**config.mk**
```make
export PLATFORM = sky130hd
export DESIGN_NAME = water_dispatch_scheduler
export DESIGN_NICKNAME = d
export VERILOG_FILES = /design/src/rtl/water_dispatch_scheduler.sv
export SDC_FILE = /design/constraint.sdc
export NUM_CORES = 1
export LEC_CHECK = 0
export CAP_MARGIN = 20
export CORE_ASPECT_RATIO = 1.1
export CORE_MARGIN = 3
export CORE_UTILIZATION = 40
export DETAILED_ROUTE_END_ITERATION = 8
export HOLD_SLACK_MARGIN = 0.15
export MAX_ROUTING_LAYER = met4
export PLACE_DENSITY = 0.69
export SYNTH_ARGS = -nofsm -noshare
export SYNTH_HDL_FRONTEND = slang
export SYNTH_SLANG_ARGS = --single-unit
```
**constraint.sdc**
```tcl
create_clock -name clk -period 5.61 [get_ports clk]
set_input_delay 1.122 -clock clk [delete_from_list [all_inputs] [get_ports clk]]
set_output_delay 1.122 -clock clk [all_outputs]
set_load 0.01 [all_outputs]
```
**src/rtl/water_dispatch_scheduler.sv**
```systemverilog
// Reservoir dispatch scheduler: round-robin city/town draw arbitration,
// demand calculation, rain inflow and saturating level bookkeeping.
module water_dispatch_scheduler #(
  parameter int MAX_RESERVOIR = 1000,
  parameter int INIT_LEVEL    = 500
) (
  input  logic       clk,
  input  logic       reset,
  input  logic       city_req,
  input  logic       town_req,
  input  logic [8:0] city_pop,
  input  logic [8:0] town_pop,
  input  logic       rain_valid,
  input  logic [5:0] rain_amount,
  output logic       city_grant,
  output logic       town_grant,
  output logic [9:0] grant_amount,
  output logic       shortage,
  output logic       overflow,
  output logic       busy,
  output logic [9:0] reservoir_level
);

  typedef enum logic [1:0] {
    S_IDLE     = 2'd0,
    S_CALC     = 2'd1,
    S_DISPATCH = 2'd2
  } state_t;

  localparam logic [10:0] LP_MAX  = 11'(MAX_RESERVOIR);
  localparam logic [9:0]  LP_INIT = 10'(INIT_LEVEL);

  state_t      r_state;
  logic        r_win_town;
  logic        r_last_town;
  logic [8:0]  r_pop;
  logic [9:0]  r_demand;

  logic [10:0] w_rain;
  logic [10:0] w_sum;
  logic        w_over;
  logic [9:0]  w_avail;
  logic        w_short;
  logic [9:0]  w_give;
  logic [12:0] w_prod;
  logic [9:0]  w_demand;
  logic        w_pick_town;
  logic        w_any_req;

  // Rain is always folded in first, so the dispatch sees the topped-up level
  assign w_rain   = rain_valid ? {5'd0, rain_amount} : 11'd0;
  assign w_sum    = {1'b0, reservoir_level} + w_rain;
  assign w_over   = w_sum > LP_MAX;
  assign w_avail  = w_over ? LP_MAX[9:0] : w_sum[9:0];
  assign w_short  = r_demand > w_avail;
  assign w_give   = w_short ? w_avail : r_demand;

  assign w_prod   = 13'(r_pop) * 13'd9;
  assign w_demand = 10'(w_prod >> 3);

  assign w_any_req   = city_req | town_req;
  assign w_pick_town = town_req & (~city_req | ~r_last_town);

  always_ff @(posedge clk or posedge reset) begin
    if (reset) begin
      r_state         <= S_IDLE;
      r_win_town      <= 1'b0;
      r_last_town     <= 1'b1;
      r_pop           <= '0;
      r_demand        <= '0;
      city_grant      <= 1'b0;
      town_grant      <= 1'b0;
      grant_amount    <= '0;
      shortage        <= 1'b0;
      overflow        <= 1'b0;
      busy            <= 1'b0;
      reservoir_level <= LP_INIT;
    end else begin
      city_grant      <= 1'b0;
      town_grant      <= 1'b0;
      grant_amount    <= '0;
      shortage        <= 1'b0;
      overflow        <= w_over;
      reservoir_level <= w_avail;
      unique case (r_state)
        S_IDLE: begin
          if (w_any_req) begin
            r_win_town <= w_pick_town;
            r_pop      <= w_pick_town ? town_pop : city_pop;
            r_state    <= S_CALC;
            busy       <= 1'b1;
          end
        end
        S_CALC: begin
          r_demand <= w_demand;
          r_state  <= S_DISPATCH;
          busy     <= 1'b1;
        end
        S_DISPATCH: begin
          city_grant      <= ~r_win_town;
          town_grant      <= r_win_town;
          grant_amount    <= w_give;
          shortage        <= w_short;
          r_last_town     <= r_win_town;
          reservoir_level <= w_avail - w_give;
          r_state         <= S_IDLE;
          busy            <= 1'b0;
        end
        default: begin
          r_state <= S_IDLE;
          busy    <= 1'b0;
        end
      endcase
    end
  end

endmodule

```
# Yosys cells after proc, flatten, opt, wreduce, memory -nomap -nowiden
# Index checks and enable logic that the tools add are counted.
[word_totals]
latch_bits = 0
mem_count = 0
ram_bits = 0
inputBits = 29
out_inout_bits = 25
regBits = 48
rom_bits = 0
[op_classes]
shifts = 0
mul = 1
bitwise_logic = 6
div = 0
add_sub_neg = 2
n_lt_le_gt_ge = 2
n_mux = 13
eq_ne = 3
reduce_logical = 2
[ops]
columns = ["cell", "n"]
rows = [
  ["10-bit 2-to-1 mux", 4],
  ["9-bit by 4-bit multiplier with 13-bit output (second input constant)", 1],
  ["10-bit by 6-bit adder with 11-bit output", 1],
  ["11-bit by 10-bit greater-than comparator with 1-bit output (second input constant)", 1],
  ["10-bit greater-than comparator", 1],
  ["10-bit subtractor", 1],
  ["9-bit 2-to-1 mux", 1],
  ["6-bit 2-to-1 mux", 1],
  ["1-bit 2-to-1 mux", 4],
  ["2-bit case mux with 2 select lines", 1],
  ["1-bit NOT", 3],
  ["2-bit by 1-bit equality test with 1-bit output (second input constant)", 1],
  ["2-bit equality test (second input constant)", 1],
  ["2-bit logical NOT", 1],
  ["2-bit 2-to-1 mux", 1],
  ["2-bit != test (second input constant)", 1],
  ["1-bit OR", 2],
  ["1-bit case mux with 2 select lines", 1],
  ["2-bit AND reduction", 1],
  ["1-bit bitwise AND", 1],
]

# Longest topological paths before layout
# Gate-level depths: netlist of the first run.
[logic_depth]
depth_word = 8
depth_mapped = 33
depth_no_buf = 32

# Worst setup path before layout of the first run
# No wires, ideal clock.
[synth_path]
path_kind = "input to register"
from = "in rain_amount[0]"
to = "reg reservoir_level[9]"
arrival_ns = 6.342
path_stages = 31
n_path_buf = 1
slack_ns = -0.812
cell_sequence = "and2_1 ha_1 fa_1 a21o_1 and4_4 or2_4 a21oi_2 nand4_1 nor3_1 nor2_1 and2_1 inv_1 ha_1 o21ai_0 nand2b_1 a221oi_1 a31oi_1 inv_1 nand2_1 o21ba_2 buf_2 mux2i_1 ha_1 a21o_1 a21oi_1 nor2_1 nand3_1 a31o_2 or4_1 nand4_1 xnor2_1"
[synth_via]
elab_chain_cells = 8
[synth_rtl]
columns = ["element", "line_no", "rtl"]
rows = [
  ["from (decl)", "14", "input logic [5:0] rain_amount,"],
  ["6-bit 2-to-1 mux (*)", "51", "assign w_rain = rain_valid ? {5'd0, rain_amount} : 11'd0;"],
  ["10-bit by 6-bit adder with 11-bit output (*)", "52", "assign w_sum = {1'b0, reservoir_level} + w_rain;"],
  ["11-bit by 10-bit greater-than comparator with 1-bit output", "53", "assign w_over = w_sum > LP_MAX;"],
  ["10-bit 2-to-1 mux (*)", "54", "assign w_avail = w_over ? LP_MAX[9:0] : w_sum[9:0];"],
  ["10-bit greater-than comparator", "55", "assign w_short = r_demand > w_avail;"],
  ["10-bit 2-to-1 mux", "56", "assign w_give = w_short ? w_avail : r_demand;"],
  ["10-bit subtractor", "105", "reservoir_level <= w_avail - w_give;"],
  ["10-bit 2-to-1 mux (*)", "85", "unique case (r_state)"],
  ["to (signal assigned)", "84", "reservoir_level <= w_avail;"],
  ["to (signal assigned)", "105", ""],
  ["to (decl)", "21", "output logic [9:0] reservoir_level"],
]
# Every way passes the cells marked *; elsewhere a longest branch is shown, timed or not.
# A chain may end at the register's enable or synchronous reset.

# Worst setup path in the final report of the first run
[layout_path]
from = "in rain_amount[3]"
to = "reg reservoir_level[9]"
# Same word-level chain as after synthesis.

==> reports/metrics.yaml, run 1 <==
crit_path_end_kind: "flip-flop"
start_util: 0.418
period_share: 1.09
grt_usage: 0.181
drtIter0Drc: 125
via_per_inst: 5.14
syn_area_um2: 3360
crit_required_ns: 5.84
path_class: "in -> reg"
io_pins: 54
clkSlewWorstSetupHoldPaths_ns: 0.10
h-tree-depth: 2
synth_fp_nets: 439
path_common_cell: "nor2_1"
status: "complete, but fails checks"
layout_common_cells: "buf_4 (78), clkdlybuf4s50_1 (47), nand2_1 (42)"
layout-drive-gt1-share: 0.330
drtPass1Iterations: 4
crit_path_top_delay_cell: "or4_1"
root_buffer: "clkbuf_8"
cts_buffers: 5
synthArstFlopShare: 1.00
synthFlopType: "dfrtp_1"
worstMarginPinSlew_ns: 1.05
postRouteWirelength_mm: 8.73
die_h_um: 102
report.final.slew_viol_count: 0
crit_fanout: 6
die_area_um2: 9530
die_w_um: 93.4
syn_inst: 372
slowest_delay_ns: 0.48
routedWlPerCell_um: 14.2
fp-row-count: 34
via_count: 3171
max_slew_margin: 0.296
timing.final.crit_period_ns: 6.11
violations: "setup timing"
synth-edff-count: 0
area_growth_pct: 51.5
netlist-cell-type-count: 49
syn_avg_cell_area_um2: 9.03
setup_ws_ns: -0.504
hp-class: "reg -> reg"
cts_sinks: 48
grt_max_degree: 49
io_buffers: 53
rsz0062_at_grt: "yes"
cp.arrival_ns: 6.34
grt_pass1_vias: 3153
antenna_found_initial: 0
max_freq_mhz: 164
report.final.hold_viol_count: 0
whs_ns: 0.474
clk_latency_ns: 0.31
setup_violations: 7
start_kind: "input pin"
coreArea_um2: 8040
skew_ns: 0.00571
clockBufferDepth: 2
gp_congestion: 0.865
final_nets: 575
antenna_cells: 0
ctsHoldBuffers: 0
grt-ovfl-total: 0
synth_seq_cells: 48
final_common_cell: "buf_4"
fin_util: 0.633
grt_pass1_wl_mm: 13.7
ant_nets: 0
cap_violations: 0
cts_tree: "done"
ys_seq_area_frac: 0.360
post-dp-hpwl_mm: 6.20
ys_warn_count: 0
post-route-drc-count: 0
[layout make-up]
type,instances,area [um2]
inverter,23,91.3
clock inverter,3,26.3
multi-input combinational,292,2350
sequential,48,1210
tap,108,135
timing repair buffer,138,1200
fill,632,2950
clock buffer,5,68.8
[worst max-delay path, delay by kind of cell]
kind / cells / cell delay, ns
muxes: 1 / 0.20
AOI/OAI and AO/OA: 7 / 1.36
and+or+nand+nor: 14 / 1.91
xor gates and xnor gates: 2 / 0.36
adders and majority gates: 3 / 0.79
buffers and inverters: 4 / 0.60
[layer usage]
metal / track usage / share of wire
met2: 0.338 / 0.54
met4: 0.0676 / 0.019
met1: 0.197 / 0.41
met5: - / 0
met3: 0.0214 / 0.033
[path summary, 6_finish.rpt]
path                                              start                            to  slack, ns  depth (start not counted)
setup / recovery                         rain_amount[3]  reservoir_level[9]$_DFF_PP0_      -0.50                         31
hold / removal                   r_win_town$_DFFE_PP0P_          city_grant$_DFF_PP0_       0.47                          1
setup reg to reg           reservoir_level[0]$_DFF_PP0_  reservoir_level[9]$_DFF_PP0_       0.14                         26
hold reg to reg                  r_win_town$_DFFE_PP0P_          city_grant$_DFF_PP0_       0.47                          1
max in group asynchronous                         reset  reservoir_level[2]$_DFF_PP1_       4.03                          3
min in group asynchronous                         reset        r_state[0]$_DFFE_PP0P_       1.04                          2
[logic make-up (layout without fill, tap and decap cells)]
logic type                 Yosys count  count (layout)  synth area share
muxes                               17              17            0.0510
AOI/OAI and AO/OA                   89              89             0.167
and+or+nand+nor                    130             130             0.190
xor gates and xnor gates            18              18            0.0469
buffers and inverters               32             169            0.0365
adders and majority gates           38              38             0.148
DFF                                 48              48             0.360
[timing repair]
item | CTS | global route
setup endpoints to repair | 9 | 9
setup buffers | 11 | 13
hold endpoints to repair | 0 | 0
gates resized for setup | 36 | 33
pin swaps | 36 | 41
[flip-flops by register name (all words and copies together) (netlist names)]
signal,flops
r_demand,10
r_last_town,1
city_grant,1
grant_amount,10
r_state,2
r_pop,9
busy,1
shortage,1
overflow,1
town_grant,1
r_win_town,1
reservoir_level,10
[synth_stat cells, drive strengths merged (2+ instances only)]
cell | count | share of area
xor2 | 8 | 0.021
a211oi | 4 | 0.010
xnor2 | 10 | 0.026
a31oi | 2 | 0.0037
and2 | 12 | 0.022
o211ai | 2 | 0.0060
and4 | 3 | 0.0093
a21o | 15 | 0.034
inv | 22 | 0.025
dfstp | 7 | 0.055
or2 | 6 | 0.012
buf | 3 | 0.0041
nor2b | 5 | 0.0093
nor3 | 5 | 0.0075
a31o | 2 | 0.0052
nor2 | 28 | 0.031
a21oi | 24 | 0.038
nand3 | 6 | 0.0089
nand2 | 46 | 0.051
or3 | 3 | 0.0056
nand2b | 4 | 0.0075
nand4 | 5 | 0.0093
fa | 3 | 0.018
a221oi | 3 | 0.0078
ha | 35 | 0.13
clkbuf | 6 | 0.0067
mux2i | 16 | 0.048
o21ai | 33 | 0.050
and3 | 2 | 0.0037
dfrtp | 41 | 0.31
[metrics by stage]
stage	area, um2	setup slack [ns]	setup TNS, ns	std cells
2_1_floorplan	3450	-0.477	-1.30	372
3_3_place_gp	4520	-0.937	-5.59	584
3_5_place_dp	4520	-1.09	-7.20	584
4_1_cts	4800	-0.515	-1.93	603
5_1_grt	5090	-0.735	-3.74	617
6_report	5090	-0.504	-2.04	617
Power of run 1 is left out: the tool's default activity adds up to more than one toggle a clock period on the data nets, which glitch-free logic cannot reach.
==> run 2, diff against run 1 <==
--- a/config.mk
+++ b/config.mk
@@ -10,6 +10,7 @@
 export CORE_MARGIN = 3
 export CORE_UTILIZATION = 40
 export DETAILED_ROUTE_END_ITERATION = 8
+export GPL_TIMING_DRIVEN = 0
 export HOLD_SLACK_MARGIN = 0.15
 export MAX_ROUTING_LAYER = met4
 export PLACE_DENSITY = 0.69
==> reports/metrics.yaml, run 2 (synthesized netlist as in run 1, its figures left out) <==
rsz0062_at_grt: "yes"
crit_path_top_delay_cell: "or4_4"
grt_usage: 0.184
layout-drive-gt1-share: 0.233
h-tree-depth: 2
crit_fanout: 7
cpLargestDelayFamily: "compound AO/OA/AOI/OAI gates"
final_nets: 530
violations: "setup timing"
post-route-drc-count: 0
area_growth_pct: 39.4
die_h_um: 102
ant_nets: 0
worstReg2RegStart: "reservoir_level[0]$_DFF_PP0_"
min_to: "city_grant$_DFF_PP0_"
die_area_um2: 9530
grt_max_degree: 36
report.final.slew_viol_count: 0
min_path_cells: 1
start_kind: "input pin"
antenna_found_initial: 0
cts_buffers: 5
routedWlPerCell_um: 14.4
setup_violations: 6
post-dp-hpwl_mm: 5.89
grt-ovfl-total: 0
die_w_um: 93.4
grt_pass1_wl_mm: 13.5
clk_latency_ns: 0.31
final_common_cell: "clkdlybuf4s50_1"
period_share: 1.09
drtPass1Iterations: 5
slowest_delay_ns: 0.46
r2r_end: "reservoir_level[9]$_DFF_PP0_"
setup_ws_ns: -0.526
cp-startpoint: "rain_amount[0]"
drtIter0Drc: 120
r2r_slack_ns: 0.09
fp-row-count: 34
layout_common_cells: "clkdlybuf4s50_1 (47), nand2_1 (42), dfrtp_1 (41)"
crit_path_end_kind: "flip-flop"
cts_sinks: 48
rr_worst_depth: 27
via_count: 2946
critPathBufInv: 4
start_util: 0.418
min_from: "r_win_town$_DFFE_PP0P_"
cap_violations: 0
report.final.hold_viol_count: 0
coreArea_um2: 8040
io_pins: 54
stdcell_count: 572
cp.arrival_ns: 6.37
io_buffers: 53
max_freq_mhz: 163
ctsHoldBuffers: 0
reg_top3: "grant_amount (10), r_demand (10), reservoir_level (10)"
antenna_cells: 0
max_slew_margin: 0.577
via_per_inst: 5.15
skew_ns: 0.00915
grt_pass1_vias: 2906
gp_congestion: 0.855
crit_required_ns: 5.85
postRouteWirelength_mm: 8.24
status: "complete, but fails checks"
timing.final.crit_period_ns: 6.14
clkSlewWorstSetupHoldPaths_ns: 0.10
hp-class: "reg -> reg"
clockBufferDepth: 2
worstMarginPinSlew_ns: 0.635
fin_util: 0.582
dp.cells: 534
root_buffer: "clkbuf_8"
path_class: "in -> reg"
cts_tree: "done"
==> run 2: worst max path at each step <==
stage,end,slack [ns],cells past startpoint
floorplan,reservoir_level[9]$_DFF_PP0_,-0.48,31
global placement,reservoir_level[9]$_DFF_PP0_,-1.55,34
detailed placement,reservoir_level[9]$_DFF_PP0_,-1.60,34
CTS,reservoir_level[9]$_DFF_PP0_,-0.74,32
global route,reservoir_level[9]$_DFF_PP0_,-0.73,29
finish,reservoir_level[9]$_DFF_PP0_,-0.53,29
==> run 2: final cells by class <==
| type | count | area (um2) |
|---|---|---|
| well taps | 108 | 135 |
| fillers | 699 | 3360 |
| plain buffers | 9 | 57.6 |
| clock buffers | 5 | 68.8 |
| repair buffers | 84 | 785 |
| flip-flops and latches | 48 | 1210 |
| multi-input cells | 292 | 2290 |
| inverters | 23 | 88.8 |
| clock inverters | 3 | 42.5 |
==> run 2: per-layer routing <==
layer  up-vias  routed length (um)  GRT usage
met2        59                4390      0.343
met4         0                 156     0.0496
met1      1395                3410      0.204
li1       1475                   -          -
met5         -                   0          -
met3        17                 281     0.0265
==> run 2: metrics by stage <==
step / setup WS [ns] / TNS (ns) / hold WS (ns) / area, um2
after floorplan: -0.477 / -1.30 / 0.412 / 3450
after global placement: -1.55 / -11.06 / 0.456 / 4120
after detailed placement: -1.60 / -11.42 / 0.455 / 4140
after CTS: -0.738 / -2.70 / 0.469 / 4530
after global routing: -0.726 / -3.71 / 0.494 / 4680
final: -0.526 / -1.98 / 0.468 / 4680
==> run 2: timing repair <==
action	4_1_cts	5_1_grt
setup buffers	23	9
gates resized for setup	37	20
pin swaps	37	35
setup endpoints to repair	10	9
Power of run 2 is left out for the same reason.
